<file path="src/rtl/uart_receiver.sv">
// UART receiver: 2-flop synchronizer, mid-bit sampling FSM, receive FIFO.
// Define UART_RX_PARITY_EN to add an even-parity bit after the data bits.
module uart_receiver #(
  parameter int CLOCK_HZ   = 50_000_000,
  parameter int BAUD_RATE  = 31250,
  parameter int DATA_BITS  = 8,
  parameter int FIFO_DEPTH = 4
) (
  input  logic                          clock_50_000_000,
  input  logic                          reset,
  input  logic                          uart_rx,
  output logic [DATA_BITS-1:0]          data_out,
  output logic                          data_valid,
  input  logic                          data_ready,
  output logic                          framing_error,
  output logic                          parity_error,
  output logic                          overrun,
  output logic [$clog2(FIFO_DEPTH):0]   fifo_count
);

  localparam int BIT_TICKS  = CLOCK_HZ / BAUD_RATE;
  localparam int HALF_TICKS = BIT_TICKS / 2;
  localparam int CW = $clog2(BIT_TICKS);
  localparam int IW = $clog2(DATA_BITS + 1);
  localparam int AW = $clog2(FIFO_DEPTH);

`ifdef UART_RX_PARITY_EN
  typedef enum logic [2:0] {IDLE, START, DATA, PARITY, STOP} state_t;
`else
  typedef enum logic [2:0] {IDLE, START, DATA, STOP} state_t;
`endif

  state_t state_q, state_d;
  logic rx_meta, rx_sync, rx_prev;
  logic [CW-1:0] cnt_q, cnt_d;
  logic [IW-1:0] idx_q, idx_d;
  logic [DATA_BITS-1:0] shift_q, shift_d;
  logic push_q, push_d;
  logic ferr_d, perr_d, bad_par;
  logic bit_end, half_end;

`ifdef UART_RX_PARITY_EN
  logic pbit_q, pbit_d;
`endif

  assign bit_end  = cnt_q == CW'(BIT_TICKS - 1);
  assign half_end = cnt_q == CW'(HALF_TICKS - 1);

  always_ff @(posedge clock_50_000_000 or posedge reset) begin
    if (reset) begin
      rx_meta <= 1'b1;
      rx_sync <= 1'b1;
      rx_prev <= 1'b1;
    end else begin
      rx_meta <= uart_rx;
      rx_sync <= rx_meta;
      rx_prev <= rx_sync;
    end
  end

  always_ff @(posedge clock_50_000_000 or posedge reset) begin
    if (reset) begin
      state_q       <= IDLE;
      cnt_q         <= '0;
      idx_q         <= '0;
      shift_q       <= '0;
      push_q        <= 1'b0;
      framing_error <= 1'b0;
      parity_error  <= 1'b0;
`ifdef UART_RX_PARITY_EN
      pbit_q        <= 1'b0;
`endif
    end else begin
      state_q       <= state_d;
      cnt_q         <= cnt_d;
      idx_q         <= idx_d;
      shift_q       <= shift_d;
      push_q        <= push_d;
      framing_error <= ferr_d;
      parity_error  <= perr_d;
`ifdef UART_RX_PARITY_EN
      pbit_q        <= pbit_d;
`endif
    end
  end

  always_comb begin
    state_d = state_q;
    cnt_d   = cnt_q + 1'b1;
    idx_d   = idx_q;
    shift_d = shift_q;
    push_d  = 1'b0;
    ferr_d  = 1'b0;
    perr_d  = 1'b0;
    bad_par = 1'b0;
`ifdef UART_RX_PARITY_EN
    pbit_d  = pbit_q;
    bad_par = ^{shift_q, pbit_q};
`endif
    unique case (state_q)
      IDLE: begin
        cnt_d = '0;
        // Edge detect on the synced line also blocks re-triggering on a break
        if (rx_prev && !rx_sync) state_d = START;
      end
      START: if (half_end) begin
        cnt_d   = '0;
        idx_d   = '0;
        state_d = rx_sync ? IDLE : DATA;
      end
      DATA: if (bit_end) begin
        cnt_d   = '0;
        shift_d = {rx_sync, shift_q[DATA_BITS-1:1]};
        idx_d   = idx_q + 1'b1;
        if (idx_q == IW'(DATA_BITS - 1)) begin
`ifdef UART_RX_PARITY_EN
          state_d = PARITY;
`else
          state_d = STOP;
`endif
        end
      end
`ifdef UART_RX_PARITY_EN
      PARITY: if (bit_end) begin
        cnt_d   = '0;
        pbit_d  = rx_sync;
        state_d = STOP;
      end
`endif
      STOP: if (bit_end) begin
        cnt_d   = '0;
        state_d = IDLE;
        ferr_d  = !rx_sync;
        perr_d  = bad_par;
        push_d  = rx_sync && !bad_par;
      end
      default: state_d = IDLE;
    endcase
  end

  logic [DATA_BITS-1:0] mem [FIFO_DEPTH];
  logic [AW-1:0] wr_ptr, rd_ptr;
  logic pop, full, wr;

  assign data_valid = fifo_count != '0;
  assign full = fifo_count == (AW+1)'(FIFO_DEPTH);
  assign pop  = data_valid && data_ready;
  assign wr   = push_q && (!full || pop);
  assign data_out = data_valid ? mem[rd_ptr] : '0;

  always_ff @(posedge clock_50_000_000) begin
    if (wr) mem[wr_ptr] <= shift_q;
  end

  always_ff @(posedge clock_50_000_000 or posedge reset) begin
    if (reset) begin
      wr_ptr     <= '0;
      rd_ptr     <= '0;
      fifo_count <= '0;
      overrun    <= 1'b0;
    end else begin
      if (wr) wr_ptr <= wr_ptr + 1'b1;
      if (pop) rd_ptr <= rd_ptr + 1'b1;
      if (wr && !pop) fifo_count <= fifo_count + 1'b1;
      else if (!wr && pop) fifo_count <= fifo_count - 1'b1;
      if (push_q && !wr) overrun <= 1'b1;
    end
  end

endmodule

</file>
<file path="config.mk">
export PLATFORM = sky130hd
export DESIGN_NAME = uart_receiver
export DESIGN_NICKNAME = d
export VERILOG_FILES = /design/src/rtl/uart_receiver.sv
export SDC_FILE = /design/constraint.sdc
export NUM_CORES = 1
export LEC_CHECK = 0
export BUFFER_PORTS_ARGS = -buffer_cell sky130_fd_sc_hd__buf_2
export CAP_MARGIN = 0
export CORE_ASPECT_RATIO = 1.25
export CORE_MARGIN = 2
export CORE_UTILIZATION = 55
export DETAILED_ROUTE_END_ITERATION = 10
export GPL_ROUTABILITY_DRIVEN = 0
export PLACE_DENSITY = 0.84
export SKIP_LAST_GASP = 1
export SYNTH_ARGS = -nofsm -noshare
export SYNTH_HDL_FRONTEND = slang
export SYNTH_SLANG_ARGS = --single-unit
</file>
<file path="constraint.sdc">
create_clock -name clock_50_000_000 -period 3.6 [get_ports clock_50_000_000]
set_input_delay 0.18 -clock clock_50_000_000 [delete_from_list [all_inputs] [get_ports clock_50_000_000]]
set_output_delay 0.18 -clock clock_50_000_000 [all_outputs]
set_load 0.03 [all_outputs]
</file>
; ---- Word-level counts from Yosys, hierarchy flattened
; Memories as Yosys holds them, arrays and structs flattened.
; Cells that the tools add are included.
[classes]
n_eq_ne = 12
n_addsub = 6
n_reduce_logical = 19
mux = 22
[ops]
columns = operator, count
row1 = 11-bit one-hot mux with 3 select lines, 1
row2 = 11-bit two-way mux, 2
row3 = 3-bit two-way mux, 7
row4 = 3-bit one-hot mux with 4 select lines, 1
row5 = "11-bit by 1-bit adder with 11-bit output, second input constant", 1
row6 = "11-bit by 10-bit equality test with 1-bit output, second input constant", 1
row7 = "11-bit equality test, second input constant", 1
row8 = "2-bit != test, second input constant", 5
row9 = 4-bit two-way mux, 2
row10 = 8-bit two-way mux, 1
row11 = 4-bit one-hot mux with 2 select lines, 1
row12 = "3-bit by 2-bit equality test with 1-bit output, second input constant", 2
row13 = 1-bit logical AND, 6
row14 = 1-bit two-way mux, 6
row15 = 5-bit AND reduction, 1
row16 = "2-bit by 1-bit adder with 2-bit output, second input constant", 2
row17 = "4-bit by 1-bit adder with 4-bit output, second input constant", 1
row18 = "4-bit by 3-bit equality test with 1-bit output, second input constant", 1
row19 = 1-bit logical NOT, 4
row20 = 2-bit nonzero test, 2
row21 = "3-bit by 1-bit adder with 3-bit output, second input constant", 1
row22 = "3-bit by 1-bit equality test with 1-bit output, second input constant", 1
row23 = "3-bit equality test, second input constant", 1
row24 = 3-bit logical NOT, 1
row25 = 7 further kinds, 7
[word_totals]
ff_bits = 39
ramBits = 32
memories = 1
wordCells = 73
out_inout_bits = 15
in_bits = 4
[memory_table]
columns = name, words, width, read_ports, rd_ports_with_merged_regs, wr, line
row1 = mem, 4, 8, 1, 0, 1, 141  ; logic [DATA_BITS-1:0] mem [FIFO_DEPTH];

; ---- Depth between registers and ports, before layout
; Gate-level depths: netlist of the first run.
[depth]
depth_word = 8
depth_mapped = 9
mapped_depth_nobuf = 8

; ---- Worst setup path after synthesis of the first run
; No wires, ideal clock.
[synth_timing]
path_kind = reg2reg
from = register fifo_count[0]
to = register fifo_count[1]
arrival_time_ns = 2.078
setup_slack_ns = 1.397
path_buffers = 1
path_stages_with_launch = 8
required_time_ns = 3.475
period_less_slack_ns = 2.203
setup_time_ns = 0.125
path_cell_list = dfrtp_1 > nor4b_1 > nor2b_1 > clkbuf_1 > ha_1 > inv_1 > fa_1 > mux2_2
[synth_via]
elab_chain_cells = 7
word_cells_on_any_way = 15
cone_classes = 2 x add/sub / 1 x eq/ne / 2 x mux / 10 x reduce/logical
[synth_rtl]
columns = item, line
row1 = start: declaration, 18  ; output logic [$clog2(FIFO_DEPTH):0] fifo_count
row2 = start signal: assignment, 164  ; if (wr && !pop) fifo_count <= fifo_count + 1'b1;
row3 = start signal: assignment, 165  ; else if (!wr && pop) fifo_count <= fifo_count - 1'b1;
row4 = 3-bit equality test or 3-bit nonzero test (tied branches), "146, 145"
row5 = 1-bit logical NOT or 1-bit logical AND (tied branches), "148, 147"
row6 = 1-bit logical OR *, 148  ; assign wr = push_q && (!full || pop);
row7 = 1-bit logical AND *, 148
row8 = named net wr, 143  ; logic pop, full, wr;
row9 = 1-bit logical NOT, 165
row10 = 1-bit logical AND, 165
row11 = 2-bit nonzero test (no source line), n/a
; The timed path passes the listed nets; every way through them passes the cells marked *. The select of a mux whose other input is x is not followed.
; A chain may end at the register's enable or synchronous reset.

; ---- Worst setup path in the final report of the first run
[layout_timing]
from = register fifo_count[0]
to = register fifo_count[2]
[layout_via]
elab_chain_cells = 7
word_cells_on_any_way = 15
cone_classes = 2 x add/sub / 1 x eq/ne / 2 x mux / 10 x reduce/logical
[layout_rtl]
columns = item
row1 = "parallel branches: the longest is 7 deep, another holds 3-bit by 1-bit subtractor with 3-bit output"
; Parallel ways; which one is timed is not known. The select of a mux whose other input is x is not followed.

==> flow_metrics.py, run 1 <==
metrics = {
    "yosys": {
        "syn-num-nets": 221,
        "async_flop_share_pct": 54.3,
        "syn_inst": 209,
        "synth_top_cell_area_share_pct": 31.3,
        "synth_area_leaders": "edfxtp_1 (31%), dfrtp_1 (29%), mux4_2 (5.9%)",
        "yosys.area.top_type": "edfxtp_1",
        "synth_edf_count": 32,
        "ys_types": 46,
        "synthesis.area_per_instance_um2": 14.7,
        "syn_area_um2": 3070,
        "ys_warn_count": 0,
        "seq_area_frac_synth_pct": 62.4,
        "yosys_most_used_dff": "dfrtp_1",
        "yosys_register_bits": 70,
    },
    "hold_path": {
        "hold_start": "data_ready",
        "hp-class": "in2reg",
        "holdPathEnd": "rd_ptr[1]",
        "hold_depth": 3,
    },
    "sta": {
        "setup-violations-final": 0,
        "fmax_mhz": 441,
        "tightestPinTransition_ns": 0.582,
        "min_period_ns": 2.27,
        "relSlewSlack_pct": 61.2,
        "fin_crit_sh_pct": 63.0,
        "finalMaxSlewViolations": 0,
        "rsz0062_at_grt": "no",
        "finClkSkew_ns": 0.0127,
        "hold_viol": 0,
        "fin_tns_setup_ns": 0,
    },
    "setup_path": {
        "critPathMaxFanout": 11,
        "startpoint_type": "flop",
        "r2r_start": "fifo_count[0]",
        "rr_endpoint": "fifo_count[2]",
        "cp-end-kind": "flop",
        "critPathKind": "reg2reg",
        "rrSetupSlack_ns": 1.33,
        "arrival_ns": 2.53,
        "reg2reg_depth": 8,
        "required_ns": 3.86,
    },
    "power_and_ir_drop": {
        "internal-power_w": 0.00132,
        "power_density_nw_per_um2": 505,
        "p_leak_nw": 1.53,
        "p_sw_w": 0.000396,
        "p_comb_share_pct": 7.1,
        "total_power_w": 0.00172,
        "seqPwrFrac_pct": 54.2,
        "irDropWorstVdd_mv": 0.336,
        "clkPwrFrac_pct": 38.7,
        "swShare_pct": 23.1,
    },
    "cts": {
        "cts_tree": "yes",
        "root_buffer": "clkbuf_8",
        "cts_resized": 0,
        "cts_sinks": 70,
        "numCtsBuffers": 9,
        "worstSkewPairLatency_ns": 0.34,
        "clk_pin_slew_ns": 0.07,
        "clk_path_buf_depth": 2,
        "cts_max_level": 3,
    },
    "finish": {
        "drive_above_1_share_pct": 26.3,
        "final_cell_mix": "dfrtp_1 (35), edfxtp_1 (32), buf_2 (17)",
        "utilization_pct": 62.9,
        "syn_to_final_growth_pct": 10.8,
        "antenna_cells": 0,
        "fin_area_um2": 3400,
        "mostFrequentLayoutCell": "dfrtp_1",
        "nets": 243,
        "fin_cells": 300,
    },
    "die": {
        "coreArea_um2": 5410,
        "die_y_um": 87.6,
        "rows": 30,
        "die_w_um": 70.8,
        "die-area_um2": 6200,
        "start_util_pct": 56.8,
        "num_io_pins": 19,
    },
    "grt": {
        "grt_pass1_wl_um": 8290,
        "grt_max_degree": 29,
        "antenna_found_initial": 0,
        "grt_pass1_vias": 1778,
        "grt_use_total_pct": 17.8,
        "grt.overflow.total": 0,
    },
    "outcome": {
        "status": "finished, final reports clean",
    },
    "detailed_routing": {
        "wl_met2_um": 2500,
        "dr.pass1.iters": 4,
        "vias_per_cell": 5.47,
        "routedWlPerCell_um": 15.7,
        "postRouteAntennaNets": 0,
        "drc": 0,
        "num_vias": 1642,
        "met1_length_um": 2020,
        "first_iter_violations": 154,
        "top_layer": "met4",
        "wl_met3_um": 123,
        "wl_um": 4720,
    },
    "placement": {
        "dp.cells": 282,
        "io_buffers": 17,
        "placed_cell_area_um2": 3180,
        "dpl.hpwl_um": 3210,
    },
    "flow_run": {
        "cap_violations": 0,
    },
}
==> per-layer routing <==
metal,vias to the layer above,global-route usage (%)
met1,822,21.2
met4,0,7.72
li1,791,-
met5,-,0
met3,9,5.29
met2,20,30.4
==> sequential cells by signal, indices dropped and copies added (netlist names) <==
signal         cells
mem               32
cnt_q             11
shift_q            8
idx_q              4
fifo_count         3
rd_ptr             2
state_q            2
wr_ptr             2
framing_error      1
overrun            1
push_q             1
rx_meta            1
rx_prev            1
rx_sync            1
==> worst max-delay path by stage <==
| stage | startpoint | end | slack [ns] |
|---|---|---|---|
| global placement | fifo_count[0] | fifo_count[2] | 1.39 |
| finish | fifo_count[0] | fifo_count[2] | 1.33 |
| global route | fifo_count[0] | fifo_count[2] | 1.18 |
| detailed placement | fifo_count[0] | fifo_count[2] | 1.32 |
| floorplan | fifo_count[0] | fifo_count[1] | 1.40 |
| CTS | fifo_count[0] | fifo_count[2] | 1.30 |
==> timing repair <==
| item | 4_1_cts | 5_1_grt |
|---|---|---|
| hold buffers | 2 | 0 |
| endpoints found under the hold margin | 11 | 0 |
| buffers inserted | 0 | 0 |
==> power groups by stage <==
stage	logic, W	registers [W]	clock network [W]
after floorplan	0.000133	0.000922	0
after global placement	0.000116	0.000947	0
after detailed placement	0.000124	0.000946	0
after CTS	0.000124	0.000931	0.000677
after global routing	0.000138	0.000941	0.000719
final	0.000122	0.000931	0.000665
==> area by class of cell <==
class                   count  area (um2)
clock inverters             5        75.1
repair buffers             20         113
multi-input cells         124        1060
clock buffers              11         131
flip-flops and latches     70        1920
inverters                   6        22.5
fillers                   392        2000
well taps                  64        80.1
==> cells in the mapped netlist, types with 4 or more instances <==
master / instances
nand3_1: 9
ha_1: 7
dfrtp_1: 35
and2_1: 12
edfxtp_1: 32
inv_1: 6
xnor2_1: 9
nand2_1: 10
mux2_2: 8
nor2_1: 16
mux4_2: 8
buf_6: 4
xor2_1: 5
==> cell families after synthesis <==
family                   after synthesis  share of synthesized area (%)
AO/OA/AOI/OAI                         13                           3.42
XOR/XNOR                              14                           3.99
adder cells (fa/ha/maj)                8                           3.50
buffers and inverters                 15                           2.97
flip-flops                            70                           62.4
multiplexers                          16                           8.80
other                                  1                          0.122
AND/OR/NAND/NOR                       72                           14.8
==> per-stage QoR <==
step / setup slack, ns / hold slack, ns
after floorplan: 1.40 / 0.184
after global placement: 1.39 / 0.173
after detailed placement: 1.32 / 0.184
after CTS: 1.30 / 0.155
after global routing: 1.18 / 0.163
final: 1.33 / 0.161
==> critical path, cell delays in order, from the launching register on <==
cell     delay [ns]
dfrtp_1        0.44
or3_1          0.54
nand2_1        0.18
ha_1           0.19
inv_1          0.06
fa_1           0.37
xor2_1         0.15
nor2_1         0.11
xor2_1         0.15
Power figures use the tool's default switching activity.
==> run 2, diff against run 1 <==
==> constraint.sdc (replaced) <==
create_clock -name clock_50_000_000 -period 2.3 [get_ports clock_50_000_000]
set_input_delay 0.115 -clock clock_50_000_000 [delete_from_list [all_inputs] [get_ports clock_50_000_000]]
set_output_delay 0.115 -clock clock_50_000_000 [all_outputs]
set_load 0.03 [all_outputs]
==> run 2 against run 1 <==
Power increased by 59%. Via count increased by 0.30%. Worst setup slack got worse by 1.1 ns. Cell count up 1.0%. Routed wire length shrank 3.8%. Global-route usage shrank 1.5 points. Die area did not move. Final area is 1.2% higher. Critical path depth decreased by 5. Register-to-register slack lost 1.1 ns. Largest cell class unchanged. Largest power group unchanged.
==> flow_metrics.py, run 2 (same netlist as run 1, synthesis figures left out) <==
metrics = {
    "outcome": {
        "status": "finished, final reports clean",
    },
    "die": {
        "rows": 30,
        "die_w_um": 70.8,
        "num_io_pins": 19,
        "die-area_um2": 6200,
        "die_y_um": 87.6,
        "coreArea_um2": 5410,
        "start_util_pct": 56.8,
    },
    "finish": {
        "reg.largest.list": "mem: 32 flops, cnt_q: 11 flops, shift_q: 8 flops",
        "syn_to_final_growth_pct": 12.1,
        "antenna_cells": 0,
        "final_cell_mix": "dfrtp_1 (35), edfxtp_1 (32), buf_2 (17)",
        "largest_register_ffs": 32,
        "drive_above_1_share_pct": 27.6,
        "mostFrequentLayoutCell": "dfrtp_1",
        "largest_register": "mem",
        "nets": 246,
        "nFillCells": 397,
    },
    "power_and_ir_drop": {
        "p_comb_share_pct": 7.0,
        "swShare_pct": 23.0,
        "seqPwrFrac_pct": 53.3,
        "power_density_nw_per_um2": 793,
        "irDropWorstVdd_mv": 0.605,
        "clkPwrFrac_pct": 39.7,
        "internal-power_w": 0.00210,
        "p_leak_nw": 1.55,
        "p_sw_w": 0.000627,
    },
    "detailed_routing": {
        "postRouteAntennaNets": 0,
        "routedWlPerCell_um": 15.0,
        "num_vias": 1647,
        "dr.pass1.iters": 4,
        "wl_um": 4540,
        "vias_per_cell": 5.44,
        "drc": 0,
        "first_iter_violations": 127,
    },
    "grt": {
        "grt_max_degree": 39,
        "grt_pass1_wl_um": 7660,
        "grt_pass1_vias": 1664,
        "antenna_found_initial": 0,
        "grt.overflow.total": 0,
        "grt_use_total_pct": 16.3,
    },
    "sta": {
        "hold_viol": 0,
        "tightestPinTransition_ns": 0.590,
        "setup-violations-final": 0,
        "finalMaxSlewViolations": 0,
        "fmax_mhz": 477,
        "relSlewSlack_pct": 60.7,
        "fin_tns_setup_ns": 0,
        "finClkSkew_ns": 0.0124,
        "whs_ns": 0.107,
        "rsz0062_at_grt": "no",
        "fin_crit_sh_pct": 91.2,
        "min_period_ns": 2.10,
    },
    "setup_path": {
        "required_ns": 2.18,
        "cp-end-kind": "primary output",
        "critPathKind": "reg2out",
        "startpoint_type": "flop",
        "critPathMaxFanout": 10,
        "arrival_ns": 1.98,
    },
    "cts": {
        "root_buffer": "clkbuf_8",
        "cts_max_level": 3,
        "numCtsBuffers": 9,
        "postCtsSetupRepairBufs": 0,
        "cts_tree": "yes",
        "cts_sinks": 70,
        "clk_pin_slew_ns": 0.08,
        "cts_resized": 0,
        "clk_path_buf_depth": 2,
        "worstSkewPairLatency_ns": 0.34,
    },
    "placement": {
        "dpl.hpwl_um": 3110,
        "io_buffers": 17,
    },
    "hold_path": {
        "hp-class": "in2reg",
    },
    "flow_run": {
        "cap_violations": 0,
    },
}
-- run 2: changes by cell type in the layout (fill, tap and decap cells not counted), sizes merged --
| cell | change |
|---|---|
| buf | +3 |
-- run 2: timing repair --
item / 4_1_cts / 5_1_grt
setup endpoints to repair: 0 / 0
hold endpoints to repair: 36 / 0
hold buffers: 2 / 0
-- run 2: stage by stage --
| stage | utilization [%] | total power [W] | cell area (um2) | setup WS [ns] | std cells |
|---|---|---|---|---|---|
| 3_3_place_gp | 59.2 | 0.00166 | 3200 | 0.295 | 285 |
| 5_1_grt | 63.7 | 0.00286 | 3440 | 0.0622 | 303 |
| 4_1_cts | 63.7 | 0.00276 | 3440 | 0.156 | 303 |
| 6_report | 63.7 | 0.00273 | 3440 | 0.203 | 303 |
| 3_5_place_dp | 59.2 | 0.00167 | 3200 | 0.219 | 285 |
| 2_1_floorplan | - | 0.00165 | 3070 | 0.0973 | 209 |
-- run 2: worst max-delay path: stages, from the launching register on --
cell and delay [ns]:
dfrtp_1 0.72, mux4_2 0.58, and2_1 0.17, buf_2 0.17
-- run 2: path summary, 6_finish.rpt --
path | from | end | slack (ns) | depth (start not counted)
worst min-delay path | data_ready | rd_ptr[1] | 0.11 | 3
worst min register to register | rx_meta | rx_sync | 0.36 | 0
max in group asynchronous | reset | rx_sync | 1.52 | 4
min in group asynchronous | reset | overrun | 0.43 | 4
worst max register to register | fifo_count[0] | fifo_count[1] | 0.22 | 6
worst max-delay path | rd_ptr[0] | data_out[2] | 0.20 | 3
-- run 2: per-layer routing --
layer | share of wire [%] | GRT usage (%) | up-vias
met1 | 41 | 18.7 | 819
met3 | 3.0 | 4.49 | 7
met2 | 54 | 29.1 | 27
met5 | 0 | 0 | -
met4 | 2.0 | 6.69 | 0
li1 | - | - | 794
-- run 2: area by class of cell --
type	instances	area, um2	area share [%]
clock buffer	11	141	4.11
clock inverter	5	82.6	2.40
inverter	6	22.5	0.654
multi-input combinational	124	1060	30.9
sequential	70	1920	55.7
tap	64	80.1	2.33
timing repair buffer	23	135	3.93
-- run 2: power by group through the flow --
stage	combinational, W	clock (W)	sequential (W)
CTS	0.000196	0.00110	0.00146
finish	0.000192	0.00108	0.00146
global placement	0.000183	0	0.00148
detailed placement	0.000195	0	0.00148
global route	0.000222	0.00117	0.00147
floorplan	0.000209	0	0.00144
